### config.mk
export PLATFORM = sky130hd
export DESIGN_NAME = rv32_csr_exec
export DESIGN_NICKNAME = d
export VERILOG_FILES = /design/src/rtl/rv32_csr_pkg.sv /design/src/rtl/rv32_csr_legal_check.sv /design/src/rtl/rv32_csr_exec.sv
export SDC_FILE = /design/constraint.sdc
export NUM_CORES = 1
export LEC_CHECK = 0
export ABC_CLOCK_PERIOD_IN_PS = 2100
export CAP_MARGIN = 20
export CORE_UTILIZATION = 42
export DETAILED_ROUTE_END_ITERATION = 7
export PLACE_DENSITY = 0.78
export SLEW_MARGIN = 20
export SYNTH_ARGS = -nofsm -noshare
export SYNTH_HDL_FRONTEND = slang
export SYNTH_SLANG_ARGS = --single-unit
### constraint.sdc
create_clock -name i_clk -period 2.1 [get_ports i_clk]
set_input_delay 0.21 -clock i_clk [delete_from_list [all_inputs] [get_ports i_clk]]
set_output_delay 0.21 -clock i_clk [all_outputs]
set_load 0.05 [all_outputs]
### src/rtl/rv32_csr_pkg.sv
// rtl/rv32_csr_pkg.sv - shared types and constants for the rv32 CSR execute unit
package rv32_csr_pkg;

    typedef enum logic [2:0] {
        CSR_OP_RW  = 3'b001,
        CSR_OP_RS  = 3'b010,
        CSR_OP_RC  = 3'b011,
        CSR_OP_RWI = 3'b101,
        CSR_OP_RSI = 3'b110,
        CSR_OP_RCI = 3'b111
    } csr_op_e;

    typedef enum logic [1:0] {
        ST_IDLE  = 2'd0,
        ST_READ  = 2'd1,
        ST_WRITE = 2'd2,
        ST_RESP  = 2'd3
    } csr_state_e;

    localparam logic [2:0] F3_CSRRW  = 3'b001;
    localparam logic [2:0] F3_CSRRS  = 3'b010;
    localparam logic [2:0] F3_CSRRC  = 3'b011;
    localparam logic [2:0] F3_CSRRWI = 3'b101;
    localparam logic [2:0] F3_CSRRSI = 3'b110;
    localparam logic [2:0] F3_CSRRCI = 3'b111;
    localparam int         F3_IMM_BIT = 2;

    localparam int CSR_PERM_HI = 11;
    localparam int CSR_PERM_LO = 10;
    localparam int CSR_PRIV_HI = 9;
    localparam int CSR_PRIV_LO = 8;

    localparam logic [1:0] PRIV_U = 2'd0;
    localparam logic [1:0] PRIV_S = 2'd1;
    localparam logic [1:0] PRIV_M = 2'd3;
    localparam logic [1:0] PERM_RO = 2'b11;

endpackage

### src/rtl/rv32_csr_legal_check.sv
// rtl/rv32_csr_legal_check.sv - combinational CSR legality and write-required decode
module rv32_csr_legal_check
    import rv32_csr_pkg::*;
(
    input  logic [2:0] i_funct3,
    input  logic [3:0] i_addr_hi,
    input  logic [4:0] i_rs1_idx,
    input  logic [1:0] i_priviledge,
    output logic       o_write_req,
    output logic       o_illegal
);

    logic w_bad_funct3;
    logic w_priv_low;
    logic w_ro_write;

    // Set/clear forms only write when the source register/immediate field is nonzero.
    assign o_write_req  = (i_funct3[1:0] == F3_CSRRW[1:0]) || (i_rs1_idx != 5'd0);
    assign w_bad_funct3 = (i_funct3[1:0] == 2'b00);
    assign w_priv_low   = (i_addr_hi[CSR_PRIV_HI-8:CSR_PRIV_LO-8] > i_priviledge);
    assign w_ro_write   = (i_addr_hi[CSR_PERM_HI-8:CSR_PERM_LO-8] == PERM_RO) && o_write_req;
    assign o_illegal    = w_bad_funct3 || w_priv_low || w_ro_write;

endmodule

### src/rtl/rv32_csr_exec.sv
// rtl/rv32_csr_exec.sv - execute-stage CSR read-modify-write unit
// Optional perf counters enabled by defining RV32_CSR_PERF_COUNT_EN.
module rv32_csr_exec
    import rv32_csr_pkg::*;
#(
    parameter int READ_LATENCY = 0,
    parameter int XLEN         = 32
) (
    input  logic            i_clk,
    input  logic            i_rst,
    input  logic [1:0]      i_priviledge,
    input  logic            i_req_valid,
    output logic            o_req_ready,
    input  logic [2:0]      i_req_funct3,
    input  logic [11:0]     i_req_csr_addr,
    input  logic [XLEN-1:0] i_req_rs1_data,
    input  logic [4:0]      i_req_rs1_idx,
    input  logic [4:0]      i_req_rd_idx,
    output logic [11:0]     o_csr_addr,
    output logic [XLEN-1:0] o_csr_wdata,
    output logic            o_csr_we,
    input  logic [XLEN-1:0] i_csr_rdata,
    output logic            o_resp_valid,
    input  logic            i_resp_ready,
    output logic [4:0]      o_resp_rd_idx,
    output logic [XLEN-1:0] o_resp_rd_data,
`ifdef RV32_CSR_PERF_COUNT_EN
    output logic [31:0]     o_perf_csr_ops,
    output logic [31:0]     o_perf_illegal,
`endif
    output logic            o_resp_illegal
);

    localparam int CNT_W = (READ_LATENCY < 1) ? 1 : $clog2(READ_LATENCY + 1);

    csr_state_e      r_state;
    logic [CNT_W-1:0] r_lat_cnt;
    logic [2:0]      r_funct3;
    logic [4:0]      r_rs1_idx;
    logic [XLEN-1:0] r_rs1_data;
    logic            r_wr_req;
    logic [11:0]     r_csr_addr;
    logic [XLEN-1:0] r_csr_wdata;
    logic            r_csr_we;
    logic [4:0]      r_rd_idx;
    logic [XLEN-1:0] r_rd_data;
    logic            r_illegal;
`ifdef RV32_CSR_PERF_COUNT_EN
    logic [31:0]     r_perf_ops;
    logic [31:0]     r_perf_ill;
`endif

    logic            w_write_req;
    logic            w_illegal;
    logic [XLEN-1:0] w_src;
    logic [XLEN-1:0] w_wdata;
    csr_op_e         w_op;

    rv32_csr_legal_check u_legal (
        .i_funct3     (i_req_funct3),
        .i_addr_hi    (i_req_csr_addr[CSR_PERM_HI:CSR_PRIV_LO]),
        .i_rs1_idx    (i_req_rs1_idx),
        .i_priviledge (i_priviledge),
        .o_write_req  (w_write_req),
        .o_illegal    (w_illegal)
    );

    assign w_op  = csr_op_e'(r_funct3);
    assign w_src = r_funct3[F3_IMM_BIT] ? {{(XLEN-5){1'b0}}, r_rs1_idx} : r_rs1_data;

    // Old value comes straight from the CSR file on the last READ cycle.
    always_comb begin
        w_wdata = w_src;
        case (w_op)
            CSR_OP_RS, CSR_OP_RSI: w_wdata = i_csr_rdata | w_src;
            CSR_OP_RC, CSR_OP_RCI: w_wdata = i_csr_rdata & ~w_src;
            default:               w_wdata = w_src;
        endcase
    end

    always_ff @(posedge i_clk or negedge i_rst) begin
        if (!i_rst) begin
            r_state     <= ST_IDLE;
            r_lat_cnt   <= '0;
            r_funct3    <= '0;
            r_rs1_idx   <= '0;
            r_rs1_data  <= '0;
            r_wr_req    <= 1'b0;
            r_csr_addr  <= '0;
            r_csr_wdata <= '0;
            r_csr_we    <= 1'b0;
            r_rd_idx    <= '0;
            r_rd_data   <= '0;
            r_illegal   <= 1'b0;
`ifdef RV32_CSR_PERF_COUNT_EN
            r_perf_ops  <= '0;
            r_perf_ill  <= '0;
`endif
        end else begin
            case (r_state)
                ST_IDLE: begin
                    if (i_req_valid) begin
                        r_funct3   <= i_req_funct3;
                        r_rs1_idx  <= i_req_rs1_idx;
                        r_rs1_data <= i_req_rs1_data;
                        r_rd_idx   <= i_req_rd_idx;
                        r_wr_req   <= w_write_req;
                        r_lat_cnt  <= '0;
                        r_illegal  <= w_illegal;
                        if (w_illegal) begin
                            r_rd_data <= '0;
                            r_state   <= ST_RESP;
                        end else begin
                            r_csr_addr <= i_req_csr_addr;
                            r_state    <= ST_READ;
                        end
                    end
                end
                ST_READ: begin
                    if (r_lat_cnt == CNT_W'(READ_LATENCY)) begin
                        r_rd_data   <= i_csr_rdata;
                        r_csr_wdata <= w_wdata;
                        if (r_wr_req) begin
                            r_csr_we <= 1'b1;
                            r_state  <= ST_WRITE;
                        end else begin
                            r_state  <= ST_RESP;
                        end
                    end else begin
                        r_lat_cnt <= r_lat_cnt + CNT_W'(1);
                    end
                end
                ST_WRITE: begin
                    r_csr_we <= 1'b0;
                    r_state  <= ST_RESP;
                end
                default: begin
                    if (i_resp_ready) begin
                        r_csr_addr  <= '0;
                        r_csr_wdata <= '0;
                        r_state     <= ST_IDLE;
`ifdef RV32_CSR_PERF_COUNT_EN
                        if (r_illegal) r_perf_ill <= r_perf_ill + 32'd1;
                        else           r_perf_ops <= r_perf_ops + 32'd1;
`endif
                    end
                end
            endcase
        end
    end

    assign o_req_ready    = (r_state == ST_IDLE);
    assign o_resp_valid   = (r_state == ST_RESP);
    assign o_csr_addr     = r_csr_addr;
    assign o_csr_wdata    = r_csr_wdata;
    assign o_csr_we       = r_csr_we;
    assign o_resp_rd_idx  = r_rd_idx;
    assign o_resp_rd_data = r_rd_data;
    assign o_resp_illegal = r_illegal;
`ifdef RV32_CSR_PERF_COUNT_EN
    assign o_perf_csr_ops = r_perf_ops;
    assign o_perf_illegal = r_perf_ill;
`endif

endmodule

Yosys cells after proc, flatten, opt, wreduce, memory -nomap -nowiden
Cells that the tools add are included.

word-level totals
  register bits = 127
  output and inout bits = 85
  logic and storage cells = 81

operators by class
  $add $sub $neg = 1
  order comparisons = 1
  equal/unequal tests = 14
  muxes and demuxes = 25
  bitwise operators = 5
  reduce and logical (&&, ||, !) cells = 23

operators by type and width
  operator              number
  $mux W32              6
  $pmux W32 S2          3
  $mux W12              3
  $and A32 B32 Y32      1
  $not A32 Y32          1
  $or A32 B32 Y32       1
  $pmux W12 S2          1
  $reduce_and A3 Y1     3
  $mux W2               4
  $ne A2 B2 Y1 const B  4
  $reduce_and A4 Y1     2
  $reduce_bool A2 Y1    4
  $reduce_or A2 Y1      4
  $eq A2 B2 Y1 const B  3
  $eq A3 B2 Y1 const B  2
  $eq A3 B3 Y1 const B  2
  $pmux W2 S3           1
  $mux W1               5
  $reduce_bool A5 Y1    1
  $eq A2 B1 Y1 const B  2
  $logic_not A2 Y1      2
  $pmux W1 S2           2
  $reduce_and A2 Y1     2
  $reduce_bool A4 Y1    1
  other kinds (6)       9

Logic depth before layout (Yosys ltp)
  depth after elaboration = 7
  mapped depth = 7

Hierarchy
Synthesis repeated with hierarchy kept, for this count alone.

second synthesis, totals
  cells, all modules = 511
  area, all modules = 5769.3 µm²

by module, submodules not included
  module                instances  cells each  area each (µm²)  seq. area each (µm²)
  rv32_csr_exec         1          499         5677.9           3153.0
  rv32_csr_legal_check  1          12          91.3             0.0

Worst setup path before layout
Ideal clock, no wire load.

  kind = reg2reg
  start point = register r_state[0]
  end point = register r_rd_idx[0], in the netlist o_resp_rd_idx[0]
  library setup time = 0.125 ns
  data arrival time = 2.108 ns
  setup slack = -0.132 ns
  stages on the path, launching flop included = 7
  path buffers = 2
  clock period less this slack = 2.232 ns
  cell sequence = dfrtp_1 > inv_1 > ha_1 > nand2_1 > clkbuf_1 > buf_1 > mux2_2

on the way
  cells in the longest elaborated chain, start to end = 2

RTL lines
  item                                RTL line              source
  start: declaration                  rv32_csr_exec.sv:36   csr_state_e r_state;
  start signal: assignment            rv32_csr_exec.sv:83   r_state <= ST_IDLE;
  start signal: assignment            rv32_csr_exec.sv:112  r_state <= ST_RESP;
  start signal: assignment            rv32_csr_exec.sv:115  r_state <= ST_READ;
  $logic_not A2 Y1                    n/a
  named net o_req_ready               rv32_csr_exec.sv:13   output logic o_req_ready,
  $reduce_and A2 Y1 (no source line)  n/a
  end signal: assignment              rv32_csr_exec.sv:106  r_rd_idx <= i_req_rd_idx;
  end: declaration                    rv32_csr_exec.sv:45   logic [4:0] r_rd_idx;

The timed path passes the listed nets, and every way through them passes these cells.
A chain may end at the register's enable or synchronous reset.

Worst setup path in the final report
  start point = input port i_req_rs1_idx[1]
  end point = register r_rd_data[7], in the netlist o_resp_rd_data[7]

on the way
  cells in the longest elaborated chain, start to end = 6

RTL lines
  item                                RTL line                    source
  start: declaration                  rv32_csr_exec.sv:17         input logic [4:0] i_req_rs1_idx,
  $reduce_bool A5 Y1                  rv32_csr_legal_check.sv:18  assign o_write_req = (i_funct3[1:0] == F3_CSRRW[1:0]) || (i_rs1_idx != 5'd0);
  $logic_or A1 B1 Y1                  rv32_csr_legal_check.sv:18
  $logic_and A1 B1 Y1                 rv32_csr_legal_check.sv:21  assign w_ro_write = (i_addr_hi[CSR_PERM_HI-8:CSR_PERM_LO-8] == PERM_RO) && o_write_req;
  $logic_or A1 B1 Y1                  rv32_csr_legal_check.sv:22  assign o_illegal = w_bad_funct3 || w_priv_low || w_ro_write;
  $ne A2 B1 Y1 (no source line)       n/a
  $reduce_and A4 Y1 (no source line)  n/a
  end signal: assignment              rv32_csr_exec.sv:121        r_rd_data <= i_csr_rdata;
  end: declaration                    rv32_csr_exec.sv:46         logic [XLEN-1:0] r_rd_data;

No other way between the ends.

==> flow_metrics.tcl <==
set metrics [dict create \
    worstPathArrival_ns 2.37 \
    synth_compound_area_frac 0.239 \
    p_leak_nw 3.60 \
    drt-vias-per-instance 5.64 \
    avgSynthCellArea_um2 12.1 \
    io_pins 180 \
    path_delay_family "compound AO/OA/AOI/OAI gates" \
    dpl_cell_area_um2 7810 \
    cts_tree "done" \
    yosys.area_share.simple 0.0415 \
    hp-class "input port to async pin" \
    cts_buffers 17 \
    coreArea_um2 13200 \
    critPathMaxFanout 17 \
    synthesis.area_um2 5690 \
    drtPass1Iterations 4 \
    ys.flop_type "dfrtp_1" \
    startpoint_type "input port" \
    ant_nets 0 \
    muxShareOfSynthArea 0.0978 \
    place_congestion 0.784 \
    end_kind "flop" \
    start_util 0.430 \
    synth.area.top_cells "dfrtp_1 (55%), mux2_2 (8.9%), a32o_1 (5.6%)" \
    yosysMostFrequentCell "dfrtp_1" \
    ys_types 34 \
    finish.net_count 755 \
    final-hold-violation-count 0 \
    fin_worst_skew_ns 0.00790 \
    synth_common_cells "dfrtp_1 (126), mux2_2 (45), clkbuf_1 (34), inv_1 (33)" \
    vias 4752 \
    timing.final.crit_share 0.986 \
    power.density_nw_per_um2 1770 \
    clock-root-buffer "clkbuf_16" \
    ir_worst_vdd_mv 1.30 \
    path_class "input port to flop" \
    drive_gt1_frac 0.174 \
    crit_slowest_cell "or4_4" \
    drc 0 \
    critical_path_buf_inv_count 2 \
    grt_max_degree 54 \
    critPathRequiredTime_ns 2.40 \
    fmax_mhz 483 \
    synth_edf_count 0 \
    period_minus_slack_ns 2.07 \
    drv_slew 0 \
    drv_cap 0 \
    wl_um 16200 \
    drt-wirelength-per-cell_um 19.2 \
    die_w_um 118 \
    multi_input_area_um2 2250 \
    place_inst 810 \
    synth-seq-cells 126 \
    seqCellArea_um2 3150 \
    clkSlewWorstSetupHoldPaths_ns 0.06 \
    rsz0062_at_grt "false" \
    clockBufferDepth 2 \
    async_flop_share 1.00 \
    die_area_um2 14000 \
    diodes 0 \
    grt_remaining_overflow 0 \
    synth_xor_area_frac 0 \
    synth_top_family_by_area "compound AO/OA/AOI/OAI gates" \
    synth_top_cell_by_area "dfrtp_1" \
    antenna_found_initial 0 \
    syn2layout_area_growth_pct 48.7 \
    fin_ws_ns 0.0295 \
    synth_top_area_frac 0.554 \
    slew-limit-headroom 0.595 \
    cts_sinks 126 \
    cpPeakStageDelay_ns 0.56 \
    fin_area_um2 8470 \
    grt_pass1_vias 5048 \
    synth_fp_nets 573 \
    tightest_slew_ns 0.606 \
    dpl.hpwl_um 11100 \
    die_y_um 118 \
    worstPathCellList "clkdlybuf4s50_1 > or4_4 > o311a_4 > o311a_1 > buf_6 > a32o_1" \
    final_cells 843 \
    yosys_warnings 0 \
    grt_pass1_wl_um 26100 \
    synth-adder-area-share 0.0132 \
    numPortBuffers 179 \
    grt.total_usage 0.242 \
    status "complete, no violations" \
    cts_max_level 4 \
    drt_iter0_drc 443 \
    place_ws_ns -0.421 \
    syn-instance-count 472 \
    setup_viol 0 \
    fillers 1034 \
    ys_seq_area_frac 0.554 \
    num_rows 42 \
    insertion_delay_ns 0.42 \
]
==> flip-flops by register name, summed over array words and instances (netlist names) <==
signal / count
o_resp_rd_data: 32
r_wr_req: 1
o_resp_illegal: 1
o_csr_addr: 12
o_csr_wdata: 32
r_state: 2
o_csr_we: 1
r_funct3: 3
r_rs1_idx: 5
o_resp_rd_idx: 5
r_rs1_data: 32
==> power breakdown <==
group	switching, W	internal (W)	total [W]
Combinational	0.00465	0.00294	0.00758
Sequential	0.000767	0.00352	0.00429
Clock	0.00109	0.00201	0.00310
Total	0.00650	0.00847	0.0150
==> timing repair <==
action / 4_1_cts / 5_1_grt
pin swaps: 0 / 0
setup endpoints to repair: 3 / 20
endpoints found under the hold margin: 25 / 0
buffers inserted: 0 / 0
gates resized for setup: 3 / 7
hold buffers: 1 / 0
==> metal layers <==
| metal | up-vias | share of wire | GRT usage |
|---|---|---|---|
| li1 | 2167 | - | - |
| met2 | 190 | 0.51 | 0.409 |
| met1 | 2379 | 0.42 | 0.297 |
| met5 | - | 0 | 0 |
| met4 | 0 | 0.011 | 0.0831 |
| met3 | 16 | 0.060 | 0.0676 |
==> cell families (layout without fill, tap and decap cells) <==
group / count (synthesis) / count (layout)
flip-flops: 126 / 126
multiplexers: 50 / 50
AO/OA/AOI/OAI: 161 / 161
buffers and inverters: 78 / 273
adder cells (fa/ha/maj): 6 / 6
AND/OR/NAND/NOR: 51 / 51
==> layout make-up <==
class / count / area share
Clock buffer: 18 / 0.0519
Tap cell: 176 / 0.0260
Sequential cell: 126 / 0.373
Inverter: 33 / 0.0146
Timing Repair Buffer: 208 / 0.247
Multi-Input combinational cell: 268 / 0.265
Clock inverter: 14 / 0.0228
==> metrics by stage <==
step | util | power (W) | setup TNS (ns) | hold WS, ns
2_1_floorplan | - | 0.00922 | 0 | -0.0856
3_3_place_gp | 0.590 | 0.0116 | -13.89 | 0.150
3_5_place_dp | 0.590 | 0.0119 | -16.22 | 0.168
4_1_cts | 0.638 | 0.0150 | 0 | 0.258
5_1_grt | 0.639 | 0.0157 | 0 | 0.284
6_report | 0.639 | 0.0150 | 0 | 0.264
==> layout by cell type (no fill, tap or decap), drive strengths merged, types with 2 or more instances in the layout <==
master / Yosys / layout
a21oi: 3 / 3
o21ai: 10 / 10
bufinv: 0 / 4
o311ai: 25 / 25
nor2: 3 / 3
o211ai: 26 / 26
a22o: 32 / 32
clkbuf: 34 / 18
clkinv: 0 / 7
nor2b: 2 / 2
clkinvlp: 0 / 3
buf: 11 / 30
clkdlybuf4s50: 0 / 176
mux2: 45 / 45
o311a: 2 / 2
nand2: 30 / 30
a32o: 32 / 32
o31ai: 27 / 27
mux2i: 5 / 5
nor3: 2 / 2
nand2b: 4 / 4
and2: 2 / 2
ha: 6 / 6
nand3: 6 / 6
dfrtp: 126 / 126
inv: 33 / 33
==> final timing paths <==
kind                       cells after the start           endpoint  slack (ns)         startpoint
min reg2reg                                    1     r_rs1_data[18]        0.50     r_rs1_data[18]
max reg2reg                                    6      o_csr_addr[7]        0.23         r_state[0]
max                                            6  o_resp_rd_data[7]        0.03   i_req_rs1_idx[1]
max in group asynchronous                      3     o_csr_wdata[1]        1.21              i_rst
min in group i_clk                             3      o_csr_addr[2]        0.37  i_req_csr_addr[2]
min                                            2   o_resp_rd_idx[1]        0.26              i_rst
No activity file was read; power rests on OpenSTA's default activity.
